File: config.mk
export PLATFORM = sky130hd
export DESIGN_NAME = shift_pipe
export DESIGN_NICKNAME = d
export VERILOG_FILES = /design/src/rtl/shift_pkg.sv /design/src/rtl/shift_level.sv /design/src/rtl/shift_pipe.sv
export SDC_FILE = /design/constraint.sdc
export NUM_CORES = 1
export LEC_CHECK = 0
export BUFFER_PORTS_ARGS = -buffer_cell sky130_fd_sc_hd__clkbuf_2
export CAP_MARGIN = 20
export CORE_MARGIN = 3
export CORE_UTILIZATION = 55
export DETAILED_ROUTE_END_ITERATION = 16
export PLACE_DENSITY = 0.81
export SLEW_MARGIN = 25
export SYNTH_ARGS = -nofsm -noshare
export SYNTH_HDL_FRONTEND = slang
export SYNTH_HIERARCHICAL = 1
export SYNTH_SLANG_ARGS = --single-unit
File: constraint.sdc
create_clock -name clk -period 5.5 [get_ports clk]
set_input_delay 1.1 -clock clk [delete_from_list [all_inputs] [get_ports clk]]
set_output_delay 1.1 -clock clk [all_outputs]
set_load 0.01 [all_outputs]
File: src/rtl/shift_pkg.sv
// Shared definitions for the pipelined shifter: operation codes and the
// mapping of mux levels onto pipeline stages.
package shift_pkg;

    localparam logic [2:0] MODE_SLL = 3'b000;
    localparam logic [2:0] MODE_SRL = 3'b001;
    localparam logic [2:0] MODE_SRA = 3'b011;
    localparam logic [2:0] MODE_ROL = 3'b100;
    localparam logic [2:0] MODE_ROR = 3'b101;

    // Stage that owns mux level 'level' when SHW levels are spread over PIPE stages.
    function automatic int level_stage(input int level, input int shw, input int pipe);
        return (level * pipe) / shw;
    endfunction

    function automatic bit stage_first(input int level, input int shw, input int pipe);
        return (level == 0) || (level_stage(level - 1, shw, pipe) != level_stage(level, shw, pipe));
    endfunction

    function automatic bit stage_last(input int level, input int shw, input int pipe);
        return (level == shw - 1) || (level_stage(level + 1, shw, pipe) != level_stage(level, shw, pipe));
    endfunction

endpackage

File: src/rtl/shift_level.sv
// One combinational level of the shift network: moves the operand by DIST
// positions when enabled, with the fill selected by the operation mode.
module shift_level
    import shift_pkg::*;
#(
    parameter int WIDTH = 32,
    parameter int DIST  = 1
) (
    input  logic [WIDTH-1:0] data,
    input  logic             enable,
    input  logic [2:0]       mode,
    output logic [WIDTH-1:0] result
);

    always_comb begin
        // NOTE: result gets a default before the case so every path assigns it and no latch is inferred.
        result = data;
        if (enable) begin
            case (mode)
                MODE_SLL: result = data << DIST;
                MODE_SRL: result = data >> DIST;
                MODE_SRA: result = {{DIST{data[WIDTH-1]}}, data[WIDTH-1:DIST]};
                MODE_ROL: result = {data[WIDTH-DIST-1:0], data[WIDTH-1:WIDTH-DIST]};
                MODE_ROR: result = {data[DIST-1:0], data[WIDTH-1:DIST]};
                default:  result = data;
            endcase
        end
    end

endmodule

File: src/rtl/shift_pipe.sv
// Pipelined barrel shifter/rotator with valid/ready handshake, global stall
// and a pass-through tag; latency is PIPE cycles when not stalled.
module shift_pipe
    import shift_pkg::*;
#(
    parameter int WIDTH = 32,
    parameter int PIPE  = 2,
    parameter int TAG_W = 5
) (
    input  logic                     clk,
    input  logic                     clrn,
    input  logic                     in_valid,
    output logic                     in_ready,
    input  logic [WIDTH-1:0]         in_data,
    input  logic [$clog2(WIDTH)-1:0] in_amount,
    input  logic [2:0]               in_mode,
    input  logic [TAG_W-1:0]         in_tag,
    output logic                     out_valid,
    input  logic                     out_ready,
    output logic [WIDTH-1:0]         out_data,
    output logic [TAG_W-1:0]         out_tag
);

    localparam int SHW = $clog2(WIDTH);

    logic advance;

    logic [WIDTH-1:0] rank_data   [PIPE];
    logic [SHW-1:0]   rank_amount [PIPE];
    logic [2:0]       rank_mode   [PIPE];
    logic [TAG_W-1:0] rank_tag    [PIPE];
    logic             rank_valid  [PIPE];

    logic [WIDTH-1:0] stage_data   [PIPE];
    logic [SHW-1:0]   stage_amount [PIPE];
    logic [2:0]       stage_mode   [PIPE];
    logic [TAG_W-1:0] stage_tag    [PIPE];
    logic             stage_valid  [PIPE];
    logic [WIDTH-1:0] stage_result [PIPE];

    logic [WIDTH-1:0] level_in  [SHW];
    logic [WIDTH-1:0] level_out [SHW];

    // Single global stall: the whole pipe freezes, bubbles included.
    assign advance   = !out_valid || out_ready;
    assign in_ready  = advance;
    assign out_valid = rank_valid[PIPE-1];
    assign out_data  = rank_data[PIPE-1];
    assign out_tag   = rank_tag[PIPE-1];

    for (genvar s = 0; s < PIPE; s++) begin : g_stage
        if (s == 0) begin : g_head
            assign stage_data[s]   = in_data;
            assign stage_amount[s] = in_amount;
            assign stage_mode[s]   = in_mode;
            assign stage_tag[s]    = in_tag;
            assign stage_valid[s]  = in_valid;
        end else begin : g_body
            assign stage_data[s]   = rank_data[s-1];
            assign stage_amount[s] = rank_amount[s-1];
            assign stage_mode[s]   = rank_mode[s-1];
            assign stage_tag[s]    = rank_tag[s-1];
            assign stage_valid[s]  = rank_valid[s-1];
        end
    end

    for (genvar i = 0; i < SHW; i++) begin : g_level
        localparam int STG = level_stage(i, SHW, PIPE);

        if (stage_first(i, SHW, PIPE)) begin : g_first
            assign level_in[i] = stage_data[STG];
        end else begin : g_chain
            assign level_in[i] = level_out[i-1];
        end

        shift_level #(
            .WIDTH (WIDTH),
            .DIST  (1 << i)
        ) u_level (
            .data   (level_in[i]),
            .enable (stage_amount[STG][i]),
            .mode   (stage_mode[STG]),
            .result (level_out[i])
        );

        if (stage_last(i, SHW, PIPE)) begin : g_last
            assign stage_result[STG] = level_out[i];
        end
    end

    // NOTE: every rank field is cleared on reset, not just valid, so out_data/out_tag read 0 afterwards.
    always_ff @(posedge clk) begin
        if (!clrn) begin
            for (int s = 0; s < PIPE; s++) begin
                rank_valid[s]  <= 1'b0;
                rank_data[s]   <= '0;
                rank_amount[s] <= '0;
                rank_mode[s]   <= '0;
                rank_tag[s]    <= '0;
            end
        end else if (advance) begin
            // NOTE: non-blocking updates let every rank sample its predecessor's old value in the same edge.
            for (int s = 0; s < PIPE; s++) begin
                rank_valid[s]  <= stage_valid[s];
                rank_data[s]   <= stage_result[s];
                rank_amount[s] <= stage_amount[s];
                rank_mode[s]   <= stage_mode[s];
                rank_tag[s]    <= stage_tag[s];
            end
        end
    end

endmodule
* Word level (Yosys, flattened, before mapping)
Memories as Yosys holds them, arrays and structs flattened.
Index checks and enable logic that the tools add are counted.
W data, S select, Z words.
** Word-level totals
- Register bits :: 0
- Bits in latches :: 0
- Bits in writable memories :: 92
- ROM bits :: 0
- Input port bits :: 49
- Logic and storage cells :: 52
- Memories :: 5
** Operators by class
- Add/subtract/negate cells :: 0
- Multipliers :: 0
- Div/mod/pow operators :: 0
- $lt $le $gt $ge :: 0
- Equality and inequality tests :: 8
- Shifts and indexed selects :: 0
- Multiplexer cells :: 24
- Bitwise operators :: 10
- Reductions and logical operators :: 5
** Memory list
- rank_data :: words 2, width 32, rd ports 2, clocked after Yosys merged registers in 0, write ports 2, line shift_pipe.sv:28 : logic [WIDTH-1:0] rank_data [PIPE];
- rank_amount :: words 2, width 5, rd ports 1, clocked after Yosys merged registers in 0, write ports 2, line shift_pipe.sv:29 : logic [SHW-1:0] rank_amount [PIPE];
- rank_tag :: words 2, width 5, rd ports 2, clocked after Yosys merged registers in 0, write ports 2, line shift_pipe.sv:31 : logic [TAG_W-1:0] rank_tag [PIPE];
- rank_mode :: words 2, width 3, rd ports 1, clocked after Yosys merged registers in 0, write ports 2, line shift_pipe.sv:30 : logic [2:0] rank_mode [PIPE];
- rank_valid :: words 2, width 1, rd ports 2, clocked after Yosys merged registers in 0, write ports 2, line shift_pipe.sv:32 : logic rank_valid [PIPE];
** Operators by type and width (count)
- $pmux W32 S5 :: 4
- $mux W32 :: 7
- $pmux W32 S4 :: 1
- $mux W5 :: 4
- $eq A3 B3 Y1 const B :: 4
- $or A1 B1 Y1 :: 10
- $eq A3 B1 Y1 const B :: 2
- $eq A3 B2 Y1 const B :: 2
- $logic_not A3 Y1 :: 2
- $mux W1 :: 6
- $mux W3 :: 2
- $reduce_or A2 Y1 :: 1
- $logic_not A1 Y1 :: 1
- $logic_or A1 B1 Y1 :: 1

* Depth between registers and ports, before layout
- Word-level depth :: 8
- Gate-level depth with buffers :: 11

* Hierarchy
The synthesis kept the hierarchy.
** By module, submodules not included
- shift_pipe :: times used 1, cells each 187, area an instance 3126.7 µm²
- shift_level (g_level[0].u_level) :: times used 1, cells each 82, area an instance 930.9 µm²
- shift_level (g_level[1].u_level) :: times used 1, cells each 85, area an instance 894.6 µm²
- shift_level (g_level[2].u_level) :: times used 1, cells each 83, area an instance 869.6 µm²
- shift_level (g_level[3].u_level) :: times used 1, cells each 84, area an instance 753.2 µm²
- shift_level (g_level[4].u_level) :: times used 1, cells each 97, area an instance 625.6 µm²

* Worst setup path after synthesis
No wires, ideal clock.
- Kind :: input-to-reg
- From :: input clrn
- To :: memory rank_amount[0][3] (netlist bit) (enable)
- Setup time :: 0.998 ns
- Data arrival time :: 3.291 ns
- Data required time :: 4.502 ns
- Setup slack :: 1.211 ns
- Stages :: 3
- Path through :: buf_2 > clkbuf_1 > nand3b_1
** RTL lines
- start: declaration :: line shift_pipe.sv:11 : input logic clrn,
- end: declaration :: line shift_pipe.sv:29

==> results.json <==
{
  "p_total_w": 0.00200,
  "power_leakage_nw": 3.52,
  "hp-start": "rank_tag[0][2]$_SDFFCE_PN0P_",
  "cts-root-buf": "clkbuf_16",
  "setup.worst_path.start": "in_mode[2]",
  "yosysTopAreaCell": "edfxtp_1",
  "gr-total-overflow": 0,
  "arrival_ns": 3.94,
  "crit_path_max_fanout": 31,
  "hold_buffers": 0,
  "yosys.area_share.simple_pct": 12.3,
  "synth_compound_area_share_pct": 21.4,
  "yosysTopAreaCellShare_pct": 33.8,
  "dp_hpwl_mm": 11.4,
  "rsz0062_at_grt": "false",
  "synth_seq_cells": 81,
  "fmax_mhz": 260,
  "hold_class": "flop to flop",
  "antenna_found_initial": 0,
  "die_w_um": 120,
  "h-tree-depth": 3,
  "place_area_um2": 7330,
  "clockBufferDepth": 2,
  "setup_tns_ns": 0,
  "hold_viol": 0,
  "die_h_um": 120,
  "cts_sinks": 81,
  "drv_slew": 0,
  "required_ns": 5.59,
  "vias_per_cell": 6.38,
  "seq_area_frac_synth_pct": 33.8,
  "synthMuxAreaShare_pct": 23.3,
  "status": "complete, no violations",
  "synth_fa_ha_area_share_pct": 0,
  "synth_edf_count": 81,
  "start_util_pct": 56.6,
  "synth_top_family_by_area": "multiplexers",
  "yosysUniqueCellTypes": 45,
  "final_util_pct": 60.2,
  "postSynthCellCount": 618,
  "io_buffers": 87,
  "fin_crit_sh_pct": 70.0,
  "netlist_top_cells_count": "a22o_1 (87), and3_1 (81), edfxtp_1 (81)",
  "syn_nets": 667,
  "ir_drop_uv": 170,
  "n_antenna_cell": 0,
  "gp_congestion": 0.932,
  "power.density_nw_per_um2": 261,
  "holdWs_ns": 0.555,
  "area_growth_pct": 6.38,
  "via_count": 5306,
  "cts_tree": "done",
  "wl_met1_mm": 6.99,
  "r2r-start": "rank_mode[0][1]$_SDFFCE_PN0P_",
  "nets": 704,
  "layout-drive-gt1-share_pct": 39.1,
  "wl_per_cell_um": 19.4,
  "tightestPinTransition_ns": 0.928,
  "setup_violations": 0,
  "synthArstFlopShare_pct": 0,
  "clock_skew_ns": 0.00991,
  "postCtsResizedCells": 0,
  "wl_met2_mm": 7.91,
  "synth_most_common_cell": "a22o_1",
  "final_area_um2": 7660,
  "drtIter0Drc": 423,
  "clk_pin_slew_ns": 0.06,
  "dieArea_um2": 14500,
  "max_cap_violations": 0,
  "synth_xor_xnor_area_share_pct": 0,
  "syn_area_per_cell_um2": 11.7,
  "start_kind": "primary input",
  "coreArea_um2": 12700,
  "rows": 41,
  "grt_first_pass_wirelength_mm": 26.0,
  "routed.top_layer": "met4",
  "grt_pass1_vias": 5008,
  "yosys_warnings": 6,
  "grt_max_degree": 83,
  "drc": 0,
  "fill_cells": 1074,
  "drtPass1Iterations": 5,
  "synth_area_um2": 7200,
  "end_kind": "flop",
  "numCtsBuffers": 9,
  "routed_wirelength_mm": 16.2,
  "ant_nets": 0,
  "rrSetupSlack_ns": 2.73,
  "relSlewSlack_pct": 38.1,
  "post-cts-setup-buffers": 0,
  "dr_wl_met3_um": 697,
  "ys.flop_type": "edfxtp_1",
  "synth_area_leaders": "edfxtp_1 (34%), mux2_4 (14%), a22o_1 (11%)",
  "clock_latency_ns": 0.35,
  "grt_usage_pct": 22.0,
  "min_period_ns": 3.85,
  "critPathKind": "primary input to flop",
  "io_pins": 88
}
## area by class of cell
class	instances	area, um2	area share (%)
clock inverter	6	73.8	0.964
clock buffer	10	229	2.99
timing repair buffer	96	505	6.60
tap	172	215	2.81
multi-input combinational	449	4140	54.0
sequential	81	2430	31.8
inverter	18	67.6	0.882
## placed cells by master, fill, tap and decap left out, types with 4 or more instances in the layout
cell and n:
a22o_2 19, nor2b_1 7, clkbuf_16 9, mux2_4 65, nor3_1 16, and3_1 81, buf_4 10, o22a_1 26
mux2_2 46, a32o_1 16, nor2_1 9, clkbuf_2 86, mux2i_1 16, inv_1 17, nand2_1 19, edfxtp_1 81
a31oi_1 4, a22o_1 87, a21boi_4 5
## critical path, stage by stage
cell	delay (ns)
clkbuf_2	0.34
nand2b_4	0.27
a21boi_4	0.15
buf_4	0.45
mux2_4	0.36
nor2b_1	0.13
a31oi_1	0.15
o21ai_0	0.18
nor4bb_1	0.30
nor2_1	0.12
o22a_1	0.21
and3_1	0.16
## per-layer routing
layer	vias up	global-route usage, %
met5	-	0
met4	0	9.07
met3	43	3.32
met2	172	36.1
met1	2575	29.2
li1	2516	-
## path summary, 6_finish.rpt
kind | end | cells after the start
setup / recovery | rank_data[0][30]$_SDFFCE_PN0P_ | 12
hold / removal | rank_tag[0][7]$_SDFFCE_PN0P_ | 1
setup reg to reg | rank_data[0][56]$_SDFFCE_PN0P_ | 8
hold reg to reg | rank_tag[0][7]$_SDFFCE_PN0P_ | 1
## where the power goes
part | switching (W) | total, W | internal, W
clock network | 0.000255 | 0.000613 | 0.000358
logic | 0.000290 | 0.000592 | 0.000303
registers | 0.0000445 | 0.000795 | 0.000751
total | 0.000589 | 0.00200 | 0.00141
## registers in the layout, indices dropped and copies added (netlist names)
name         flops
rank_data       64
rank_tag        10
rank_mode        3
rank_amount      2
rank_valid       2
## logic make-up (layout without fill, tap and decap cells)
logic type | after synthesis | after routing
muxes | 129 | 129
AOI/OAI and AO/OA | 170 | 170
DFF | 81 | 81
buffers and inverters | 88 | 130
and+or+nand+nor | 150 | 150
## per-stage QoR
step           setup slack [ns]  std cells
2_1_floorplan              1.21        618
3_3_place_gp               1.38        816
3_5_place_dp               1.35        816
4_1_cts                    1.71        832
5_1_grt                    1.40        832
6_report                   1.65        832
(Power assumes the default switching activity.)
